### config.mk
export PLATFORM = sky130hd
export DESIGN_NAME = bcd_to_binary_serial
export DESIGN_NICKNAME = d
export VERILOG_FILES = /design/src/rtl/bcd_to_binary_serial_pkg.sv /design/src/rtl/bcd_digit_adjust.sv /design/src/rtl/bcd_to_binary_serial.sv
export SDC_FILE = /design/constraint.sdc
export NUM_CORES = 1
export LEC_CHECK = 0
export ABC_AREA = 1
export CORE_AREA = 3 3 86 88
export DETAILED_ROUTE_END_ITERATION = 8
export DIE_AREA = 0 0 89 91
export GPL_ROUTABILITY_DRIVEN = 0
export PLACE_DENSITY = 0.67
export RECOVER_POWER = 25
export SYNTH_ARGS = -nofsm -noshare
export SYNTH_HDL_FRONTEND = slang
export SYNTH_SLANG_ARGS = --single-unit
### constraint.sdc
create_clock -name clk -period 2.5 [get_ports clk]
set_input_delay 0.5 -clock clk [delete_from_list [all_inputs] [get_ports clk]]
set_output_delay 0.5 -clock clk [all_outputs]
set_load 0.05 [all_outputs]
### src/rtl/bcd_to_binary_serial_pkg.sv
// Shared constants and state encoding for the BCD <-> binary converters.
// Latency: n/a (declarations only).
// Backpressure: n/a (declarations only).
package bcd_to_binary_serial_pkg;

  // Controller states; encodings are shared with the display-path decoder.
  typedef enum logic [1:0] {
    IDLE  = 2'd0,
    SHIFT = 2'd1,
    DONE  = 2'd2
  } state_e;

  localparam int         BCD_DIGIT_W   = 4;
  localparam logic [3:0] BCD_ADJ       = 4'd3;
  localparam logic [3:0] BCD_ADJ_THR   = 4'd8;
  localparam logic [3:0] BCD_MAX_DIGIT = 4'd9;

endpackage

### src/rtl/bcd_digit_adjust.sv
// Reverse double-dabble digit correction: a shifted digit >= 8 loses 3.
// Latency: combinational.
// Backpressure: none.
module bcd_digit_adjust
  import bcd_to_binary_serial_pkg::*;
(
  input  logic [BCD_DIGIT_W-1:0] digit_in,
  output logic [BCD_DIGIT_W-1:0] digit_out
);

  // A digit that received a carried-down ten (8 after the shift) must read 5.
  always_comb begin
    digit_out = digit_in;
    if (digit_in >= BCD_ADJ_THR) begin
      digit_out = digit_in - BCD_ADJ;
    end
  end

endmodule

### src/rtl/bcd_to_binary_serial.sv
// Serial packed-BCD to unsigned binary converter (reverse double-dabble).
// Latency: valid after edge 4*DIGITS+1 from accept (1 for invalid digits).
// Backpressure: start is honoured only while ready=1; no queuing.
// Build option: define BCD_SATURATE_EN to clamp overflowed results to all ones.
module bcd_to_binary_serial
  import bcd_to_binary_serial_pkg::*;
#(
  parameter int DIGITS = 5,
  parameter int BIN_W  = 16
) (
  input  logic                           clk,
  input  logic                           rst,
  input  logic                           start,
  input  logic [BCD_DIGIT_W*DIGITS-1:0]  bcd_in,
  output logic                           ready,
  output logic                           valid,
  output logic [BIN_W-1:0]               binary_out,
  output logic                           overflow,
  output logic                           invalid
);

  // Accumulator is as wide as the BCD field, so the exact value fits before
  // truncation to BIN_W (BIN_W is expected to be <= 4*DIGITS).
  localparam int ACC_W = BCD_DIGIT_W * DIGITS;
  localparam int CNT_W = $clog2(ACC_W + 1);
  localparam logic [CNT_W-1:0] LAST_SHIFT = CNT_W'(ACC_W - 1);

  state_e             state_q, state_d;
  logic [ACC_W-1:0]   bcd_q, bcd_d;
  logic [ACC_W-1:0]   acc_q, acc_d;
  logic [CNT_W-1:0]   cnt_q, cnt_d;
  logic               pend_inv_q, pend_inv_d;
  logic [BIN_W-1:0]   binary_out_q, binary_out_d;
  logic               overflow_q, overflow_d;
  logic               invalid_q, invalid_d;
  logic               valid_q, valid_d;

  logic [ACC_W-1:0]   bcd_shr;
  logic [ACC_W-1:0]   bcd_adj;
  logic [ACC_W-1:0]   acc_shr;
  logic               digit_bad;
  logic               acc_hi_nz;
  logic [BIN_W-1:0]   result_bin;

  // One shift step: {bcd, acc} >> 1, then per-digit correction of bcd.
  assign bcd_shr = bcd_q >> 1;
  assign acc_shr = {bcd_q[0], acc_q[ACC_W-1:1]};

  for (genvar g = 0; g < DIGITS; g++) begin : g_adj
    bcd_digit_adjust u_adj (
      .digit_in  (bcd_shr[g*BCD_DIGIT_W +: BCD_DIGIT_W]),
      .digit_out (bcd_adj[g*BCD_DIGIT_W +: BCD_DIGIT_W])
    );
  end

  // Flag any digit of the request that is not a decimal digit.
  always_comb begin
    digit_bad = 1'b0;
    for (int i = 0; i < DIGITS; i++) begin
      if (bcd_in[i*BCD_DIGIT_W +: BCD_DIGIT_W] > BCD_MAX_DIGIT) begin
        digit_bad = 1'b1;
      end
    end
  end

  // Truncate the exact value to BIN_W, optionally clamping on overflow.
  always_comb begin
    acc_hi_nz = |(acc_q >> BIN_W);
`ifdef BCD_SATURATE_EN
    result_bin = acc_hi_nz ? {BIN_W{1'b1}} : acc_q[BIN_W-1:0];
`else
    result_bin = acc_q[BIN_W-1:0];
`endif
  end

  // Idle only once the result pulse has gone, so start never meets valid.
  assign ready      = (state_q == IDLE) && !valid_q;
  assign valid      = valid_q;
  assign binary_out = binary_out_q;
  assign overflow   = overflow_q;
  assign invalid    = invalid_q;

  // Next-state and datapath control for IDLE -> SHIFT -> DONE.
  always_comb begin
    state_d      = state_q;
    bcd_d        = bcd_q;
    acc_d        = acc_q;
    cnt_d        = cnt_q;
    pend_inv_d   = pend_inv_q;
    binary_out_d = binary_out_q;
    overflow_d   = overflow_q;
    invalid_d    = invalid_q;
    valid_d      = 1'b0;
    unique case (state_q)
      IDLE: begin
        if (start && ready) begin
          bcd_d      = bcd_in;
          acc_d      = '0;
          cnt_d      = '0;
          pend_inv_d = digit_bad;
          state_d    = digit_bad ? DONE : SHIFT;
        end
      end
      SHIFT: begin
        bcd_d = bcd_adj;
        acc_d = acc_shr;
        cnt_d = cnt_q + 1'b1;
        if (cnt_q == LAST_SHIFT) begin
          state_d = DONE;
        end
      end
      DONE: begin
        valid_d = 1'b1;
        state_d = IDLE;
        if (pend_inv_q) begin
          binary_out_d = '0;
          overflow_d   = 1'b0;
          invalid_d    = 1'b1;
        end else begin
          binary_out_d = result_bin;
          overflow_d   = acc_hi_nz;
          invalid_d    = 1'b0;
        end
      end
      default: state_d = IDLE;
    endcase
  end

  // State and datapath registers; reset aborts any conversion in flight.
  always_ff @(posedge clk) begin
    if (rst) begin
      state_q      <= IDLE;
      bcd_q        <= '0;
      acc_q        <= '0;
      cnt_q        <= '0;
      pend_inv_q   <= 1'b0;
      binary_out_q <= '0;
      overflow_q   <= 1'b0;
      invalid_q    <= 1'b0;
      valid_q      <= 1'b0;
    end else begin
      state_q      <= state_d;
      bcd_q        <= bcd_d;
      acc_q        <= acc_d;
      cnt_q        <= cnt_d;
      pend_inv_q   <= pend_inv_d;
      binary_out_q <= binary_out_d;
      overflow_q   <= overflow_d;
      invalid_q    <= invalid_d;
      valid_q      <= valid_d;
    end
  end

endmodule

* After elaboration in Yosys (flattened, before gate mapping)
Cells that the tools add are included.
** Cells by class
- Muxes and demuxes :: 24
- Reduce and logical (&&, ||, !) cells :: 9
- Order comparisons :: 10
- Eq/ne operators :: 5
- Add/sub/neg operators :: 6
** Operators by type and width (count)
- $pmux 20 s2 :: 2
- $mux 20 :: 2
- $gt 4x4->1 const B :: 5
- $mux 4 :: 5
- $ge 4x4->1 const B :: 4
- $mux 16 :: 1
- $sub 4x2->4 const B :: 4
- $pmux 5 s2 :: 1
- $mux 1 :: 8
- $mux 2 :: 3
- $reduce_and 2->1 :: 3
- $add 5x1->5 const B :: 1
- $eq 5x5->1 const B :: 1
- $mux 5 :: 1
- $ge 3x4->1 const B :: 1
- $pmux 2 s2 :: 1
- $reduce_or 4->1 :: 1
- $sub 3x2->4 const B :: 1
- $eq 2x1->1 const B :: 1
- $eq 2x2->1 const B :: 1
- $logic_and 1x1->1 :: 2
- $logic_not 2->1 :: 1
- $ne 2x1->1 const B :: 1
- $ne 2x2->1 const B :: 1
- 2 further kinds :: 2
** Storage, ports and cells
- Bits of input ports :: 23
- Flip-flop bits (word level) :: 67
- Output and inout port bits :: 20

* Longest topological paths before layout
Gate-level depths: netlist (run 1).
- Depth after elaboration :: 9
- Gate-level depth with buffers :: 10

* Modules after synthesis
Synthesis (run 1) repeated with hierarchy kept, for this count alone.
** Second synthesis, totals
- Cell total of the unflattened synthesis :: 451
- Area total of the unflattened synthesis :: 3184.3 µm²
** Modules (own cells, without submodules)
- bcd_to_binary_serial :: times used 1, cells each 371, area each 2740.1 µm², seq. area each 1341.3 µm²
- bcd_digit_adjust :: times used 5, cells each 16, area each 88.8 µm², seq. area each 0.0 µm²

* Worst setup path before layout (run 1)
Ideal clock, no wire load.
- Kind :: register -> output
- Start point :: reg valid_q, in the netlist valid
- End point :: out ready
- Data arrival time :: 1587 ps
- Data required time :: 2000 ps
- Path slack :: 413 ps
- Stages on the path, launching flop included :: 2
- Cells stage by stage :: dfxtp_1 nor3_1
** Between the ends
- Word-level cells in the longest chain between the ends :: 2
** RTL lines
- start: declaration :: RTL line bcd_to_binary_serial.sv:36 : logic valid_q, valid_d;
- start signal: assignment :: RTL line bcd_to_binary_serial.sv:150 : valid_q <= valid_d;
- $logic_not 1->1 :: RTL line bcd_to_binary_serial.sv:77 : assign ready = (state_q == IDLE) && !valid_q;
- $logic_and 1x1->1 :: RTL line bcd_to_binary_serial.sv:77
- end: declaration :: RTL line bcd_to_binary_serial.sv:15 : output logic ready,
No other way between the ends.

* Worst setup path after layout (run 1)
- Start point :: reg state_q[1]
- End point :: out ready
** Between the ends
- Word-level cells in the longest chain between the ends :: 2
** RTL lines
- start: declaration :: RTL line bcd_to_binary_serial.sv:28 : state_e state_q, state_d;
- start signal: assignment :: RTL line bcd_to_binary_serial.sv:142 : state_q <= state_d;
- $logic_not 2->1 :: RTL line bcd_to_binary_serial.sv:77
- $logic_and 1x1->1 :: RTL line bcd_to_binary_serial.sv:77
No other way between the ends.

==> flow_summary.json, run 1 <==
{
  "status": "finished, final reports clean",
  "switch_pwr_mw": 0.7111,
  "nets": 501,
  "clk_root_buffer_cell": "sky130_fd_sc_hd__clkbuf_8",
  "max-clock-path-buffers": 2,
  "iteration_count_of_the_initial_detailed_routing_pass": 4,
  "global_route.usage.met3_pct": 2.541,
  "power.sequential.fraction_pct": 44.5,
  "place.detailed.hpwl_mm": 4.286,
  "worstHoldPathType": "reg -> reg",
  "floorplan.die.width_um": 89,
  "wirelength_mm": 6.662,
  "die-height_um": 91,
  "cts_buffers": 9,
  "syn-num-nets": 466,
  "share_comb_of_total_power_pct": 14.3,
  "synthesis.area_per_instance_um2": 6.968,
  "p_clk_share_pct": 41.3,
  "peakVddDrop_mv": 0.3469,
  "buffer_ports.inserted": 42,
  "groute.layer.met2.usage_pct": 28.71,
  "worst_slew_margin_rel_pct": 16.99,
  "yosys.area.top_type": "sky130_fd_sc_hd__dfxtp_1",
  "cp-end-kind": "output pin",
  "antenna-diode-count": 0,
  "via_per_inst": 4.957,
  "criticalPathCategory": "reg -> out",
  "drv_cap": 0,
  "grt-ovfl-total": 0,
  "cts_resized": 0,
  "antenna_violating_nets_post_route": 0,
  "final.fill_count": 664,
  "avgRoutedWirePerCell_um": 12.05,
  "finClkSkew_ns": 0.01007,
  "timing.final.max_slew_violations": 0,
  "finalSetupViolations": 0,
  "first_global_vias": 2610,
  "layout_min_cycle_time_ns": 2.225,
  "post-route-drc-count": 0,
  "final_core_utilization_pct": 54.49,
  "grt_setup_unrepaired": "no",
  "crit_fanout": 6,
  "design.die.area_um2": 8099,
  "maxClockFrequency_mhz": 449.5,
  "synth_top_cells_by_area": "sky130_fd_sc_hd__dfxtp_1 44%, sky130_fd_sc_hd__nand2_1 17%, sky130_fd_sc_hd__a21oi_1 8.4%",
  "antenna_found_initial": 0,
  "total_via_count_after_detailed_routing": 2741,
  "grt_max_degree": 47,
  "coreArea_um2": 6719,
  "num_io_pins": 43,
  "arrival_time_at_the_worst_endpoint_ns": 1.72,
  "sort_of_element_at_the_start_of_the_critical_path": "flip-flop",
  "global_route.usage.total_pct": 17.19,
  "fin_crit_sh_pct": 88.98,
  "cts_tree": "done",
  "postSynthRegisterBits": 67,
  "layout_common_cells": "139 x sky130_fd_sc_hd__nand2_1, 67 x sky130_fd_sc_hd__dfxtp_1, 51 x sky130_fd_sc_hd__a21oi_1",
  "dr.first_iter.drc_count": 122,
  "ratio_of_cells_with_drive_above_1_in_the_final_layout_pct": 5.285,
  "p_leak_nw": 1.444,
  "ctsHtreeMaxLevel": 3,
  "clk_transition_reported_paths_ns": 0.07,
  "initial_util_pct": 45.01,
  "switching_share_pct": 27.16,
  "yosysUniqueCellTypes": 22,
  "rows": 30,
  "seq_area_frac_synth_pct": 44.35,
  "finalHoldViolations": 0,
  "clkSinkCount": 67,
  "ys_warn_count": 0,
  "post_cts_setup_buffer_count": 0,
  "worstPathRequired_ns": 2.00,
  "power.density_cell_area_nw_per_um2": 715.2,
  "synthDominantCellAreaShare_pct": 44.35,
  "max_slew.worst_pin.slew_ns": 1.244,
  "cellInternalPower_mw": 1.907,
  "insertion_delay_ns": 0.33,
  "syn_area_um2": 3024,
  "cts_hold_buffers": 0,
  "layout.cells.most_common": "sky130_fd_sc_hd__nand2_1",
  "met1_routing_resource_usage_after_global_routing_pct": 22.01,
  "areaGrowthSynthToFinish_pct": 21.06,
  "grt_busiest_layer": "met2",
  "number_of_instances_in_the_synthesized_netlist": 434,
  "setup-tns-final_ns": 0,
  "grt_pass1_wl_mm": 11.32
}
==> cells by family after synthesis <==
logic type / share of synthesized area [%]
DFF: 44.35
adders and majority gates: 3.724
and+or+nand+nor: 28.34
buffers and inverters: 8.440
AOI/OAI and AO/OA: 15.14
==> critical path: stages (launching register included) <==
cell and delay, ns:
sky130_fd_sc_hd__dfxtp_1 0.37, sky130_fd_sc_hd__nor3_1 0.19, sky130_fd_sc_hd__clkdlybuf4s50_1 0.83
==> registers in the layout, summed over array words and instances, names as in the netlist <==
register,cells
acc_q,20
bcd_q,20
binary_out,16
cnt_q,5
state_q,2
invalid,1
overflow,1
pend_inv_q,1
valid,1
==> layout make-up <==
| class | count | area (um2) | share of cell area, % |
|---|---|---|---|
| Multi-Input combinational cell | 315 | 1423 | 38.86 |
| Clock inverter | 6 | 115.1 | 3.144 |
| Sequential cell | 67 | 1341 | 36.64 |
| Clock buffer | 9 | 123.9 | 3.383 |
| Inverter | 30 | 112.6 | 3.076 |
| Timing Repair Buffer | 46 | 445.4 | 12.17 |
| Tap cell | 80 | 100.1 | 2.734 |
==> worst paths after layout <==
| kind | end | cells after the start | slack, ns | start |
|---|---|---|---|---|
| max | ready | 2 | 0.28 | state_q[1] |
| min | binary_out[0] | 2 | 0.47 | binary_out[0] |
| max reg2reg | bcd_q[10] | 8 | 0.45 | state_q[1] |
| min reg2reg | binary_out[0] | 2 | 0.47 | binary_out[0] |
==> per-layer routing <==
metal	vias to the layer above	wire, um
met4	0	86
met5	-	0
met3	7	161
met1	1256	3135
li1	1445	-
met2	33	3279
==> per-stage QoR <==
step	area (um2)	setup slack, ns	hold WS, ns	cells	power (mW)
after floorplan	3024	0.4132	0.4392	434	1.467
after global placement	3432	0.5550	0.4483	538	1.559
after detailed placement	3432	0.5031	0.4546	538	1.567
after CTS	3671	0.2515	0.4659	553	2.644
after global routing	3661	0.1545	0.4866	553	2.742
final	3661	0.2754	0.4659	553	2.618
==> cells in the mapped netlist, drive strengths merged <==
cell and count:
buf 17, dfxtp 67, a21oi 51, o21ai 39
nand2 141, ha 9, and2 1, nor2 51
o21a 1, nand3 20, inv 30, nor3 2
clkbuf 5
==> power groups by stage <==
stage / sequential (mW) / clock [mW] / combinational [mW]
after detailed placement: 1.19 / 0 / 0.378
final: 1.16 / 1.08 / 0.373
after global routing: 1.17 / 1.14 / 0.428
after CTS: 1.16 / 1.10 / 0.381
after floorplan: 1.19 / 0 / 0.276
after global placement: 1.19 / 0 / 0.371
Note: power is estimated with default switching activity, not from simulation.
==> inputs of run 2 (changes only) <==
==> constraint.sdc (replaced) <==
create_clock -name clk -period 2.8 [get_ports clk]
set_input_delay 0.56 -clock clk [delete_from_list [all_inputs] [get_ports clk]]
set_output_delay 0.56 -clock clk [all_outputs]
set_load 0.05 [all_outputs]
==> flow_summary.json, run 2 (synthesis gave the netlist of run 1 again) <==
{
  "status": "finished, final reports clean",
  "initial_util_pct": 45.01,
  "antenna-diode-count": 0,
  "finalHoldViolations": 0,
  "seq_area_um2": 1341,
  "buffer_ports.inserted": 42,
  "p_clk_share_pct": 41.1,
  "finalSetupViolations": 0,
  "cellInternalPower_mw": 1.702,
  "finClkSkew_ns": 0.008930,
  "avgRoutedWirePerCell_um": 11.71,
  "global_route.usage.total_pct": 17.21,
  "ratio_of_cells_with_drive_above_1_in_the_final_layout_pct": 5.508,
  "clkSinkCount": 67,
  "max-clock-path-buffers": 2,
  "grt_pass1_wl_mm": 11.26,
  "antenna_violating_nets_post_route": 0,
  "wirelength_mm": 6.465,
  "arrival_time_at_the_worst_endpoint_ns": 1.72,
  "criticalPathCategory": "reg -> out",
  "design.die.area_um2": 8099,
  "fin_crit_sh_pct": 81.46,
  "post_cts_setup_buffer_count": 0,
  "cts_buffers": 9,
  "cts_resized": 0,
  "switching_share_pct": 26.91,
  "worstHoldPathType": "reg -> reg",
  "antenna_found_initial": 0,
  "met1_routing_resource_usage_after_global_routing_pct": 21.46,
  "grt_max_degree": 47,
  "power.sequential.fraction_pct": 44.6,
  "total_power_mw": 2.329,
  "global_route.usage.met3_pct": 3.267,
  "total_via_count_after_detailed_routing": 2737,
  "rows": 30,
  "layout.cells.most_common": "sky130_fd_sc_hd__nand2_1",
  "sort_of_element_at_the_start_of_the_critical_path": "flip-flop",
  "power.density_cell_area_nw_per_um2": 636.1,
  "ff2ff_path_depth": 8,
  "worstPathRequired_ns": 2.24,
  "regToRegStartpoint": "state_q[1]",
  "r2r_setup_slack_ns": 0.95,
  "worst_slew_margin_rel_pct": 38.51,
  "areaGrowthSynthToFinish_pct": 21.06,
  "share_comb_of_total_power_pct": 14.2,
  "die-height_um": 91,
  "hold_path_startpoint": "binary_out[0]",
  "place.detailed.hpwl_mm": 4.161,
  "dr.first_iter.drc_count": 159,
  "clk_root_buffer_cell": "sky130_fd_sc_hd__clkbuf_8",
  "num_io_pins": 43,
  "ctsHtreeMaxLevel": 3,
  "hold-path-endpoint": "binary_out[0]",
  "grt-ovfl-total": 0,
  "via_per_inst": 4.958,
  "grt_setup_unrepaired": "no",
  "cts_tree": "done",
  "layout_common_cells": "139 x sky130_fd_sc_hd__nand2_1, 67 x sky130_fd_sc_hd__dfxtp_1, 51 x sky130_fd_sc_hd__a21oi_1",
  "grt_busiest_layer": "met2",
  "clk_transition_reported_paths_ns": 0.07,
  "post-route-drc-count": 0,
  "floorplan.die.width_um": 89,
  "layout_min_cycle_time_ns": 2.281,
  "crit_fanout": 6,
  "timing.final.max_slew_violations": 0,
  "final_core_utilization_pct": 54.49,
  "cts_hold_buffers": 0,
  "maxClockFrequency_mhz": 438.4,
  "drv_cap": 0,
  "insertion_delay_ns": 0.34,
  "switch_pwr_mw": 0.6267,
  "nets": 500,
  "iteration_count_of_the_initial_detailed_routing_pass": 4,
  "worstReg2RegEnd": "bcd_q[2]",
  "setup-tns-final_ns": 0,
  "worst_hold_path.num_cells": 2,
  "max_slew.worst_pin.slew_ns": 0.9224,
  "groute.layer.met2.usage_pct": 28.34,
  "p_leak_nw": 1.443,
  "final.fill_count": 671,
  "area_of_the_multi_input_gates_um2": 1428,
  "cp-end-kind": "output pin",
  "first_global_vias": 2575,
  "coreArea_um2": 6719,
  "peakVddDrop_mv": 0.2723
}
## run 2: changes by cell type in the layout (fill, tap and decap cells not counted), sizes merged
cell,before,now
clkbuf,11,10
## run 2: how the worst max path moves through the flow
stage,startpoint,end,cells after the start
global route,state_q[1],ready,2
floorplan,valid,ready,1
global placement,start,bcd_q[6],8
detailed placement,start,bcd_q[10],8
finish,state_q[1],ready,2
CTS,state_q[1],ready,2
## run 2: layout make-up
class                      count  share of cell area (%)
clock buffer                   9                   3.383
clock inverter                 6                   3.144
inverter                      30                   3.076
multi-input combinational    315                   39.00
sequential                    67                   36.64
tap                           80                   2.734
timing repair buffer          45                   12.03
## run 2: critical path: stages, from the launching register on
cell and delay, ns:
sky130_fd_sc_hd__dfxtp_1 0.38, sky130_fd_sc_hd__nor3_1 0.19, sky130_fd_sc_hd__clkdlybuf4s50_1 0.83
## run 2: power by group through the flow
stage               Sequential (mW)  Clock (mW)  Combinational [mW]
finish                         1.04       0.957               0.332
global route                   1.05        1.01               0.379
CTS                            1.04       0.980               0.337
detailed placement             1.06           0               0.336
floorplan                      1.06           0               0.247
global placement               1.06           0               0.330
## run 2: layer usage
layer	routed length (um)	vias to the layer above	part of all wire, %
li1	-	1441	-
met1	3002	1246	46
met2	3139	41	49
met3	209	9	3.2
met4	114	0	1.8
met5	0	-	0
## run 2: metrics by stage
stage / setup slack [ns] / hold WS, ns / cells / cell area (um2)
2_1_floorplan: 0.6532 / 0.4392 / 434 / 3024
3_3_place_gp: 0.7699 / 0.4472 / 537 / 3425
3_5_place_dp: 0.7430 / 0.4547 / 537 / 3425
4_1_cts: 0.5043 / 0.4657 / 552 / 3664
5_1_grt: 0.4494 / 0.4848 / 552 / 3661
6_report: 0.5191 / 0.4644 / 552 / 3661
==> inputs of run 3 (changes only) <==
==> constraint.sdc (replaced) <==
create_clock -name clk -period 2.1 [get_ports clk]
set_input_delay 0.42 -clock clk [delete_from_list [all_inputs] [get_ports clk]]
set_output_delay 0.42 -clock clk [all_outputs]
set_load 0.05 [all_outputs]
==> flow_summary.json, run 3 (synthesis gave the netlist of run 1 again) <==
{
  "final_core_utilization_pct": 53.50,
  "num_io_pins": 43,
  "worstHoldPathType": "reg -> reg",
  "clkSinkCount": 67,
  "areaGrowthSynthToFinish_pct": 18.87,
  "avgRoutedWirePerCell_um": 11.85,
  "insertion_delay_ns": 0.33,
  "cts_buffers": 9,
  "rows": 30,
  "max_stage_delay_ns": 0.81,
  "wirelength_mm": 6.578,
  "critPathTopFamily": "buffers and inverters",
  "cts_tree": "done",
  "seq_area_um2": 1341,
  "p_leak_nw": 1.428,
  "cts_resized": 0,
  "drv_cap": 0,
  "final.fill_count": 673,
  "antenna_found_initial": 0,
  "layout_common_cells": "139 x sky130_fd_sc_hd__nand2_1, 67 x sky130_fd_sc_hd__dfxtp_1, 51 x sky130_fd_sc_hd__a21oi_1",
  "grt_setup_unrepaired": "no",
  "grt_max_degree": 47,
  "design.die.area_um2": 8099,
  "post_cts_setup_buffer_count": 0,
  "max-clock-path-buffers": 2,
  "place.detailed.hpwl_mm": 4.339,
  "finalHoldViolations": 0,
  "timing.final.max_slew_violations": 0,
  "via_per_inst": 4.955,
  "antenna_violating_nets_post_route": 0,
  "area_of_the_multi_input_gates_um2": 1428,
  "floorplan.die.width_um": 89,
  "cell_chain_of_the_critical_path": "clkdlybuf4s50_1",
  "arrival_time_at_the_worst_endpoint_ns": 1.49,
  "clk_transition_reported_paths_ns": 0.07,
  "cp-end-kind": "output pin",
  "power.density_cell_area_nw_per_um2": 747.4,
  "worst_slew_margin_rel_pct": 38.15,
  "die-height_um": 91,
  "buffer_ports.inserted": 42,
  "ctsHtreeMaxLevel": 3,
  "layout_min_cycle_time_ns": 1.913,
  "dpl_cell_area_um2": 3465,
  "crit_path_buf_inv_count": 1,
  "worstPathRequired_ns": 1.68,
  "peakVddDrop_mv": 0.3887,
  "worst_hold_slack_ns": 0.4603,
  "grt-ovfl-total": 0,
  "setup-tns-final_ns": 0,
  "antenna-diode-count": 0,
  "design_area_um2": 3595,
  "max_slew.worst_pin.slew_ns": 0.9277,
  "iteration_count_of_the_initial_detailed_routing_pass": 4,
  "coreArea_um2": 6719,
  "clk_root_buffer_cell": "sky130_fd_sc_hd__clkbuf_8",
  "post-route-drc-count": 0,
  "ratio_of_cells_with_drive_above_1_in_the_final_layout_pct": 6.105,
  "layout.cells.most_common": "sky130_fd_sc_hd__nand2_1",
  "criticalPathCategory": "reg -> out",
  "sort_of_element_at_the_start_of_the_critical_path": "flip-flop",
  "fin_crit_sh_pct": 91.09,
  "worst_path_max_delay_cell": "sky130_fd_sc_hd__clkdlybuf4s50_1",
  "crit_fanout": 2,
  "maxClockFrequency_mhz": 522.8,
  "total_power_mw": 2.687,
  "finalSetupViolations": 0,
  "total_via_count_after_detailed_routing": 2750,
  "grt_pass1_wl_mm": 10.97,
  "finClkSkew_ns": 0.006009,
  "dr.first_iter.drc_count": 98,
  "cts_hold_buffers": 0,
  "global_route.usage.total_pct": 17.03,
  "status": "finished, final reports clean",
  "initial_util_pct": 45.01,
  "nets": 504,
  "first_global_vias": 2467
}
## run 3: where the power goes
| group | total (mW) | switching, mW | internal [mW] |
|---|---|---|---|
| sequential | 1.39 | 0.0552 | 1.33 |
| clock | 0.847 | 0.440 | 0.406 |
| combinational | 0.451 | 0.296 | 0.156 |
## run 3: routing by layer
| metal | GRT usage (%) | vias to the layer above | share of wire [%] |
|---|---|---|---|
| li1 | - | 1454 | - |
| met1 | 21.53 | 1248 | 46 |
| met2 | 27.78 | 43 | 49 |
| met3 | 4.628 | 5 | 3.8 |
| met4 | 5.583 | 0 | 0.99 |
| met5 | 0 | - | 0 |
## run 3: path summary, 6_finish.rpt
| path | start | to | slack, ns | cells after the start |
|---|---|---|---|---|
| hold / removal | acc_q[0] | binary_out[0] | 0.46 | 2 |
| setup / recovery | binary_out[7] | binary_out[7] | 0.19 | 1 |
| setup reg to reg | state_q[0] | state_q[1] | 0.27 | 8 |
| hold reg to reg | acc_q[0] | binary_out[0] | 0.46 | 2 |
## run 3: area by class of cell
class	instances	share of cell area (%)
Tap cell	80	2.785
Multi-Input combinational cell	315	39.71
Timing Repair Buffer	49	12.95
Clock buffer	10	3.550
Inverter	30	3.133
Sequential cell	67	37.31
Clock inverter	4	0.5569
## run 3: through the flow
| stage | std cells | worst slack, ns |
|---|---|---|
| after detailed placement | 541 | 0.1849 |
| after global routing | 555 | 0.06863 |
| final | 555 | 0.1872 |
| after CTS | 555 | 0.1652 |
| after global placement | 541 | 0.2558 |
| after floorplan | 434 | 0.09320 |
